### src/rtl/serial_add_pkg.sv
// Shared definitions for the bit-serial adder sequencer.
// Holds the FSM state encoding and the bit-counter width helper.
package serial_add_pkg;

    typedef enum logic [1:0] {
        ST_IDLE = 2'd0,
        ST_RUN  = 2'd1,
        ST_DONE = 2'd2
    } state_t;

    // Counter must be able to hold the value WIDTH itself.
    function automatic int cnt_width(input int w);
        return (w < 1) ? 1 : $clog2(w + 1);
    endfunction

endpackage

### src/rtl/serial_fa_cell.sv
// Combinational 1-bit full adder built from two half-adder stages.
// Ports: x, y, ci (inputs); s = sum, co = carry-out.
module serial_fa_cell (
    input  logic x,
    input  logic y,
    input  logic ci,
    output logic s,
    output logic co
);

    logic p1;
    logic g1;
    logic g2;

    assign p1 = x ^ y;
    assign g1 = x & y;
    assign s  = p1 ^ ci;
    assign g2 = p1 & ci;
    assign co = g1 | g2;

endmodule

### src/rtl/bit_serial_add_ctrl.sv
// Adds two WIDTH-bit operands one bit per clock through one shared
// full-adder cell, LSB first, with a start/busy/done handshake.
// Ports: clk, rst (sync, active-high), start, a, b, cin in;
//        busy, done, sum, cout out. With SERIAL_ADD_SUB_EN defined an
//        extra input sub selects a - b (cout=1 means no borrow).
module bit_serial_add_ctrl
    import serial_add_pkg::*;
#(
    parameter int WIDTH = 8
) (
    input  logic             clk,
    input  logic             rst,
    input  logic             start,
    input  logic [WIDTH-1:0] a,
    input  logic [WIDTH-1:0] b,
    input  logic             cin,
`ifdef SERIAL_ADD_SUB_EN
    input  logic             sub,
`endif
    output logic             busy,
    output logic             done,
    output logic [WIDTH-1:0] sum,
    output logic             cout
);

    localparam int CW = cnt_width(WIDTH);

    state_t           state_q, state_d;
    logic [WIDTH-1:0] a_q, a_d;
    logic [WIDTH-1:0] b_q, b_d;
    logic [WIDTH-1:0] part_q, part_d;
    logic [WIDTH-1:0] sum_q, sum_d;
    logic [CW-1:0]    cnt_q, cnt_d;
    logic             carry_q, carry_d;
    logic             cout_q, cout_d;
    logic             busy_q, busy_d;
    logic             done_q, done_d;

    logic             sub_w;
    logic             fa_s;
    logic             fa_co;
    logic [WIDTH-1:0] part_shift;

`ifdef SERIAL_ADD_SUB_EN
    assign sub_w = sub;
`else
    assign sub_w = 1'b0;
`endif

    serial_fa_cell u_fa (
        .x  (a_q[0]),
        .y  (b_q[0]),
        .ci (carry_q),
        .s  (fa_s),
        .co (fa_co)
    );

    // New sum bit enters at the MSB, so after WIDTH shifts the first
    // bit computed sits at bit 0.
    if (WIDTH == 1) begin : g_w1
        assign part_shift = fa_s;
    end else begin : g_wn
        assign part_shift = {fa_s, part_q[WIDTH-1:1]};
    end

    always_comb begin
        state_d = state_q;
        a_d     = a_q;
        b_d     = b_q;
        part_d  = part_q;
        sum_d   = sum_q;
        cnt_d   = cnt_q;
        carry_d = carry_q;
        cout_d  = cout_q;

        unique case (state_q)
            ST_IDLE, ST_DONE: begin
                if (start) begin
                    a_d     = a;
                    // Subtract as a + ~b + 1.
                    b_d     = sub_w ? ~b : b;
                    carry_d = sub_w ? 1'b1 : cin;
                    part_d  = '0;
                    cnt_d   = '0;
                    state_d = ST_RUN;
                end else begin
                    state_d = ST_IDLE;
                end
            end
            ST_RUN: begin
                a_d     = a_q >> 1;
                b_d     = b_q >> 1;
                part_d  = part_shift;
                carry_d = fa_co;
                cnt_d   = cnt_q + CW'(1);
                if (cnt_q == CW'(WIDTH - 1)) begin
                    state_d = ST_DONE;
                    sum_d   = part_shift;
                    cout_d  = fa_co;
                end
            end
            default: state_d = ST_IDLE;
        endcase

        busy_d = (state_d == ST_RUN);
        done_d = (state_d == ST_DONE);
    end

    always_ff @(posedge clk) begin
        if (rst) begin
            state_q <= ST_IDLE;
            a_q     <= '0;
            b_q     <= '0;
            part_q  <= '0;
            sum_q   <= '0;
            cnt_q   <= '0;
            carry_q <= 1'b0;
            cout_q  <= 1'b0;
            busy_q  <= 1'b0;
            done_q  <= 1'b0;
        end else begin
            state_q <= state_d;
            a_q     <= a_d;
            b_q     <= b_d;
            part_q  <= part_d;
            sum_q   <= sum_d;
            cnt_q   <= cnt_d;
            carry_q <= carry_d;
            cout_q  <= cout_d;
            busy_q  <= busy_d;
            done_q  <= done_d;
        end
    end

    assign busy = busy_q;
    assign done = done_q;
    assign sum  = sum_q;
    assign cout = cout_q;

endmodule

### config.mk
export PLATFORM = sky130hd
export DESIGN_NAME = bit_serial_add_ctrl
export DESIGN_NICKNAME = d
export VERILOG_FILES = /design/src/rtl/serial_add_pkg.sv /design/src/rtl/serial_fa_cell.sv /design/src/rtl/bit_serial_add_ctrl.sv
export SDC_FILE = /design/constraint.sdc
export NUM_CORES = 1
export LEC_CHECK = 0
export CELL_PAD_IN_SITES_DETAIL_PLACEMENT = 1
export CELL_PAD_IN_SITES_GLOBAL_PLACEMENT = 1
export CORE_ASPECT_RATIO = 0.75
export CORE_UTILIZATION = 35
export DETAILED_ROUTE_END_ITERATION = 6
export MAX_ROUTING_LAYER = met4
export PLACE_DENSITY = 0.71
export SLEW_MARGIN = 20
export SYNTH_ARGS = -nofsm -noshare
export SYNTH_HDL_FRONTEND = slang
export SYNTH_SLANG_ARGS = --single-unit
### constraint.sdc
create_clock -name clk -period 3.7 [get_ports clk]
set_clock_uncertainty 0.1 [all_clocks]
set_input_delay 1.11 -clock clk [delete_from_list [all_inputs] [get_ports clk]]
set_output_delay 1.11 -clock clk [all_outputs]
set_load 0.02 [all_outputs]
# Word-level counts from Yosys, hierarchy flattened
# Cells that the tools add are included.
# totals
regBits	42
out_inout_bits	11
wordCells	40
# classes
addsub	1
n_eq_ne	6
n_mux	13
bitwise_logic	5
reduce_logical	5
# ops
operator	n
case mux 8 bit (2 select lines)	3
two-way mux 8 bit	3
case mux 4 bit (2 select lines)	1
adder 4 x 1 -> 4 bit, second input constant	1
equality test 2 x 1 -> 1 bit, second input constant	2
equality test 2 bit, second input constant	2
equality test 4 x 3 -> 1 bit, second input constant	1
two-way mux 4 bit	1
case mux 2 bit (2 select lines)	1
AND reduction 2 bit	2
bitwise AND 1 bit	2
logical NOT 2 bit	1
two-way mux 1 bit	2
two-way mux 2 bit	1
!= test 2 bit, second input constant	1
case mux 1 bit (2 select lines)	1
nonzero test 2 bit	1
OR reduction 2 bit	1
bitwise XOR 1 bit	2
OR 1 bit	1

# Longest topological paths before layout
# Gate-level depths: netlist of the first run.
# depth
ltp_word	4
depth_mapped	5
mapped_depth_nobuf	4

# Cells and area by module
# A second synthesis of the first run with hierarchy kept.
# hier_totals
hier_cells	183
hier_area_um2	1724.2
# modules_own_cells
module	instances	cells_each	area_per_inst_um2	seq_area_each_um2
bit_serial_add_ctrl	1	182	1704.1	820.8
serial_fa_cell	1	1	20.0	0.0

# Worst setup path after synthesis of the first run
# Ideal clock, no wire load.
# synth_path
path_kind	input to register
from	input start
to	register cnt_q[3]
setup_time_ps	123
arrival_ps	1751
required_ps	3477
path_slack_ps	1726
stages	4
path_buffers	1
cell_sequence	nor2b_1 > buf_2 > nor3b_1 > mux2_1
# synth_between
elab_chain_cells	2
# synth_rtl
item	line	source
start: declaration	bit_serial_add_ctrl.sv:13	input logic start,
!= test 2 bit (no source line)	-	
AND reduction 2 bit (no source line)	-	
end signal: assignment	bit_serial_add_ctrl.sv:127	cnt_q <= cnt_d;
end: declaration	bit_serial_add_ctrl.sv:33	logic [CW-1:0] cnt_q, cnt_d;
# Every way passes these cells.
# A chain may end at the register's enable or synchronous reset.

# Worst setup path after layout of the first run
# layout_path
from	input start
to	register a_q[3]
# layout_between
elab_chain_cells	2
# layout_rtl
item	line	source
!= test 2 bit (no source line)	-	
AND reduction 2 bit (no source line)	-	
end signal: assignment	bit_serial_add_ctrl.sv:112	a_q <= '0;
end signal: assignment	bit_serial_add_ctrl.sv:123	a_q <= a_d;
end: declaration	bit_serial_add_ctrl.sv:29	logic [WIDTH-1:0] a_q, a_d;
# Every way passes these cells.

==> key figures, run 1 <==
Timing
  – Period Utilization, post-route: 67.4%
  – Hold slack: 372 ps
  – Worst-margin pin slew: ~650 ps
  – Final Critical Period: 2490 ps
  – TNS Setup: 0 ps
  – Max-slew headroom: a little under three fifths
  – Unrepaired setup endpoints after global routing: false
  – F_max: 401 MHz
  – Final setup viols: 0
  – Final Hold Viols: 0
  – Max Slew Vio Count: 0

Die
  – Starting density of the core: 36.9%
  – Chip height: 61.8 um
  – # IOs: 31
  – Core outline area: 4520 um2
  – Die Wd: 81.7 um
  – Die area: 5040 um2
  – FP Rows: 21

Place
  – DP Wirelength: 2.53 mm
  – PortBufs: 30
  – Placer Congestion: 0.693
  – Dpl cell area: 1950 um2

Clock network
  – Post-CTS Resized: 0
  – CTS clk-pin slew, worst paths: 70 ps
  – Cts hold-fix bufs: 0
  – Clk_lat worst skew: 290 ps
  – Clk sink count: a little over 40
  – Clock tree buffer depth: 2
  – CTS tree: done
  – Cts bufs inserted: 5
  – Root buffer cell: clkbuf_8
  – H-tree depth: 2
  – # Post-CTS Setup Buffers: 0

Global route
  – Via count of the first global-routing pass: 1406
  – Pin count of the biggest net entering global routing: 43
  – Initial antenna violation count: 0
  – Overflow left after global routing: 0
  – First-pass GRT wire length: around 6.4 mm
  – GRT Total Usage: 17.8%

Finish
  – Fraction of layout cells with a size suffix above 1: 6.16%
  – Final Cell Area: 2070 um2
  – Nets: between 200 and 250
  – Most common cell after layout, fill and taps aside: dfxtp_1
  – Most frequent cells in the layout: dfxtp_1, a21oi_1, nand3_1
  – Ant diodes: 0
  – Area Overhead vs Synth: 24.0%

Run status
  – Status: finished, final reports clean

Pwr
  – Power density over cell area: ~450 nW/um2
  – Switching Share: 22.9%
  – Leak Pwr: 0.693 nW
  – Clock power frac: 39.1%
  – Seq pwr share: 49.9%
  – Sw power: 0.214 mW
  – Comb pwr share: 11.0%
  – Power Internal: 0.722 mW
  – Peak supply drop: 202 uV

Critical path
  – Critical path arrival: ~2600 ps
  – CP Class: primary input to flop
  – Critical path's largest stage delay: slightly below 500 ps
  – R2r setup slk: 1940 ps
  – WP data required: 3820 ps
  – Critical path's slowest cell: nor2b_1
  – CP Max Fanout: 13
  – CP bufs+invs: 2
  – Cell Chain, Critical Path: clkdlybuf4s50_1 > nor2b_1 > buf_4 > a22oi_1 > a21oi_1
  – CP Launch Type: primary input
  – Worst Setup End Kind: flop
  – Largest delay share family, worst path: buffers and inverters

Routing
  – Total number of vias: 1440
  – Antenna viol nets, final: 0
  – Remaining DRCs: 0
  – Total wire length: about 3.9 mm
  – Vias/cell: around 5.4
  – DR WL/cell: 14.7 um
  – Pre-antenna DRT Iters: 4
  – Initial drt markers: 69

Synth
  – Cells after synthesis: 188
  – Register area share after synthesis: between 40% and 50%
  – Area of the mapped netlist: 1670 um2
  – Synth Warn #: 0
  – Mapped Avg Cell Area: approximately 9 um2
  – #FFs+latches synth: 41
  – Yosys cell types: 26
  – Syn Nets: 210

Job
  – Max Cap Viol: 0

Min path
  – Worst hold path type: flop to flop
## layout make-up
class | instances | area, um2
flip-flops and latches | 41 | 821
inverters | 3 | 11.3
repair buffers | 35 | 338
fillers | 541 | 2450
clock buffers | 7 | 86.3
well taps | 57 | 71.3
multi-input cells | 124 | 709
clock inverters | 1 | 30.0
## tightest hold or removal path, cell delays in order (launching register included)
cell and delay [ps]:
dfxtp_1 320, nand2_1 60, a21oi_1 50
## final timing paths
kind | start | endpoint | cells past startpoint
worst max-delay path | start | a_q[3] | 5
worst min-delay path | part_q[6] | part_q[5] | 2
worst min register to register | part_q[6] | part_q[5] | 2
worst max register to register | state_q[1] | carry_q | 4
## registers in the layout (all words and copies together) (netlist names)
register and cells:
carry_q 1, a_q 8, done 1, state_q 2
sum 8, part_q 7, b_q 8, cnt_q 4
cout 1, busy 1
## kinds of logic (layout without fill, tap and decap cells)
| family | after synthesis | in the layout | share of synthesized area (%) |
|---|---|---|---|
| adders and majority gates | 2 | 2 | 1.95 |
| DFF | 41 | 41 | 49.2 |
| muxes | 2 | 2 | 1.35 |
| and+or+nand+nor | 58 | 58 | 17.6 |
| buffers and inverters | 23 | 46 | 8.18 |
| AOI/OAI and AO/OA | 62 | 62 | 21.7 |
## synthesized netlist by cell type
library cell   n  area share, %
a2bb2oi_1      1           0.53
clkbuf_1       6            1.4
fa_1           1            1.2
nor3b_1        1           0.45
a22oi_1       14            6.3
nor2_1         4           0.90
nand4_1        1           0.38
a211oi_1       2           0.90
buf_4          8            3.6
mux2_1         2            1.4
a211oi_2       1           0.75
and3b_1        1           0.53
nand2_1        9            2.0
buf_2          4            1.2
buf_6          2            1.4
dfxtp_1       41             49
nand2b_1       4            1.5
nand3_1       33            9.9
nor2b_1        1           0.38
and2b_1        1           0.45
nor3_1         2           0.60
o21ai_0        7            2.1
nand3b_1       1           0.45
inv_1          3           0.68
a21oi_1       37             11
ha_1           1           0.75
## stage by stage
stage / cells / util [%] / setup slack (ps) / power, mW
finish: 268 / 45.7 / 1210 / 0.936
global route: 268 / 45.7 / 1070 / 0.979
CTS: 268 / 45.7 / 1210 / 0.950
detailed placement: 260 / 43.2 / 907 / 0.581
global placement: 260 / 43.2 / 968 / 0.576
floorplan: 188 / - / 1730 / 0.548
## power groups by stage
stage | logic, mW | registers, mW | clock network [mW]
6_report | 0.103 | 0.468 | 0.366
5_1_grt | 0.114 | 0.469 | 0.396
4_1_cts | 0.104 | 0.467 | 0.378
3_5_place_dp | 0.104 | 0.478 | 0
3_3_place_gp | 0.0999 | 0.476 | 0
2_1_floorplan | 0.0722 | 0.476 | 0
## layer usage
layer,global-route usage (%),share of wire [%]
met1,20.3,47
met4,5.26,0.48
met3,4.38,3.1
met2,31.3,49
met5,-,0
Note: power is estimated with default switching activity, not from simulation.
==> run 2, diff against run 1 <==
==> constraint.sdc (replaced) <==
create_clock -name clk -period 2.5 [get_ports clk]
set_clock_uncertainty 0.1 [all_clocks]
set_input_delay 0.75 -clock clk [delete_from_list [all_inputs] [get_ports clk]]
set_output_delay 0.75 -clock clk [all_outputs]
set_load 0.02 [all_outputs]
==> run 2 against run 1 <==
Power increased by 58%. First-iteration DRC count decreased by 26%. Critical path type is now flop to primary output. Via count increased by 0.42%. Highest routed layer unchanged. Wire length increased by 2.9%. Largest cell class unchanged. Non-clock buffer count increased by 5.
==> key figures, run 2 (synthesized netlist as in run 1, its figures left out) <==
Clock network
  – CTS tree: done
  – H-tree depth: 2
  – Root buffer cell: clkbuf_8
  – # Post-CTS Setup Buffers: 0
  – Cts hold-fix bufs: 0
  – Post-CTS Resized: 0
  – Clk_lat worst skew: 290 ps
  – Clk sink count: 41
  – CTS clk-pin slew, worst paths: 80 ps
  – Cts bufs inserted: 5
  – Clock tree buffer depth: 2

Critical path
  – Register-to-Register Path Depth: 3
  – R2r setup slk: around 850 ps
  – Cell Chain, Critical Path: clkdlybuf4s50_1
  – Worst setup path start: sum[7]
  – CP bufs+invs: 1
  – RR Startpoint: state_q[1]
  – Largest delay share family, worst path: buffers and inverters
  – Critical path arrival: 1250 ps
  – Worst Setup End Kind: primary output
  – CP Max Fanout: 2
  – WP data required: 1650 ps
  – CP Launch Type: flop
  – Reg-to-reg endpoint: cnt_q[2]
  – Critical path's largest stage delay: ~610 ps
  – CP Class: flop to primary output
  – Critical path's slowest cell: clkdlybuf4s50_1

Finish
  – Nets: 237
  – Filler instances: 532
  – Area Overhead vs Synth: 27.3%
  – Utilization after layout: 47.0%
  – Ant diodes: 0
  – Fraction of layout cells with a size suffix above 1: 8.80%
  – Most frequent cells in the layout: dfxtp_1, a21oi_1, nand3_1
  – Most common cell after layout, fill and taps aside: dfxtp_1

Global route
  – Pin count of the biggest net entering global routing: 27
  – Via count of the first global-routing pass: 1446
  – GRT Total Usage: 18.6%
  – Overflow left after global routing: 0
  – First-pass GRT wire length: around 6.7 mm
  – Initial antenna violation count: 0

Routing
  – Total wire length: 4.06 mm
  – Vias/cell: 5.30
  – DR WL/cell: 14.9 um
  – Pre-antenna DRT Iters: 4
  – Remaining DRCs: 0
  – Initial drt markers: 51
  – Antenna viol nets, final: 0
  – Total number of vias: 1446

Timing
  – TNS Setup: 0 ps
  – Final Critical Period: roughly 2100 ps
  – Period Utilization, post-route: 84.2%
  – Unrepaired setup endpoints after global routing: false
  – Final setup viols: 0
  – F_max: approximately 480 MHz
  – Max-slew headroom: 54.1%
  – Final Hold Viols: 0
  – Worst-margin pin slew: 688 ps
  – Max Slew Vio Count: 0

Pwr
  – Leak Pwr: 0.727 nW
  – Peak supply drop: about 270 uV
  – Power density over cell area: about 700 nW/um2
  – Total power: 1.48 mW

Die
  – Core outline area: approximately 4500 um2
  – FP Rows: 21
  – Chip height: between 60 and 70 um
  – # IOs: 31
  – Die Wd: between 80 and 90 um
  – Starting density of the core: 36.9%
  – Die area: slightly above 5000 um2

Min path
  – Hold Startpoint: part_q[6]
  – Worst hold path type: flop to flop
  – Hold path endpoint: part_q[5]
  – Cells on Worst Hold Path: 2

Place
  – Placer Congestion: 0.771
  – DP Wirelength: 2.86 mm
  – PortBufs: 30

Job
  – Max Cap Viol: 0

Run status
  – Status: finished, final reports clean
run 2: final cells by class:
class,instances,area (um2),share of cell area (%)
sequential,41,821,38.7
clock inverter,3,65.1,3.07
inverter,3,11.3,0.531
clock buffer,5,68.8,3.24
multi-input combinational,124,709,33.4
timing repair buffer,40,375,17.7
tap,57,71.3,3.36
run 2: stage by stage:
| stage | instances | cell area (um2) | hold slack [ps] | setup WS, ps |
|---|---|---|---|---|
| final | 273 | 2120 | 377 | 396 |
| after global routing | 273 | 2120 | 396 | 339 |
| after CTS | 273 | 2120 | 380 | 383 |
| after detailed placement | 265 | 1990 | 368 | 371 |
| after global placement | 265 | 1990 | 353 | 436 |
| after floorplan | 188 | 1670 | 344 | 886 |
run 2: worst reg2reg max path, cell delays in order, from the launching register on:
cell and delay, ps:
dfxtp_1 320, nand2b_1 550, mux2_1 390, a211oi_1 220
run 2: how the worst max path moves through the flow:
stage	end	slack [ps]	cells after the start
floorplan	cnt_q[3]	890	4
global placement	a_q[0]	440	5
detailed placement	a_q[4]	370	5
CTS	sum[7]	380	1
global route	sum[7]	340	1
finish	sum[7]	400	1
run 2: routing by layer:
metal,part of all wire (%),GRT usage (%)
met2,48,31.4
met1,46,21.6
met3,3.8,4.82
met5,0,-
met4,1.5,7.02
run 2: power by group:
| group | internal [mW] | switching, mW | total (mW) |
|---|---|---|---|
| registers | 0.677 | 0.0145 | 0.692 |
| clock network | 0.397 | 0.230 | 0.626 |
| logic | 0.0725 | 0.0892 | 0.162 |
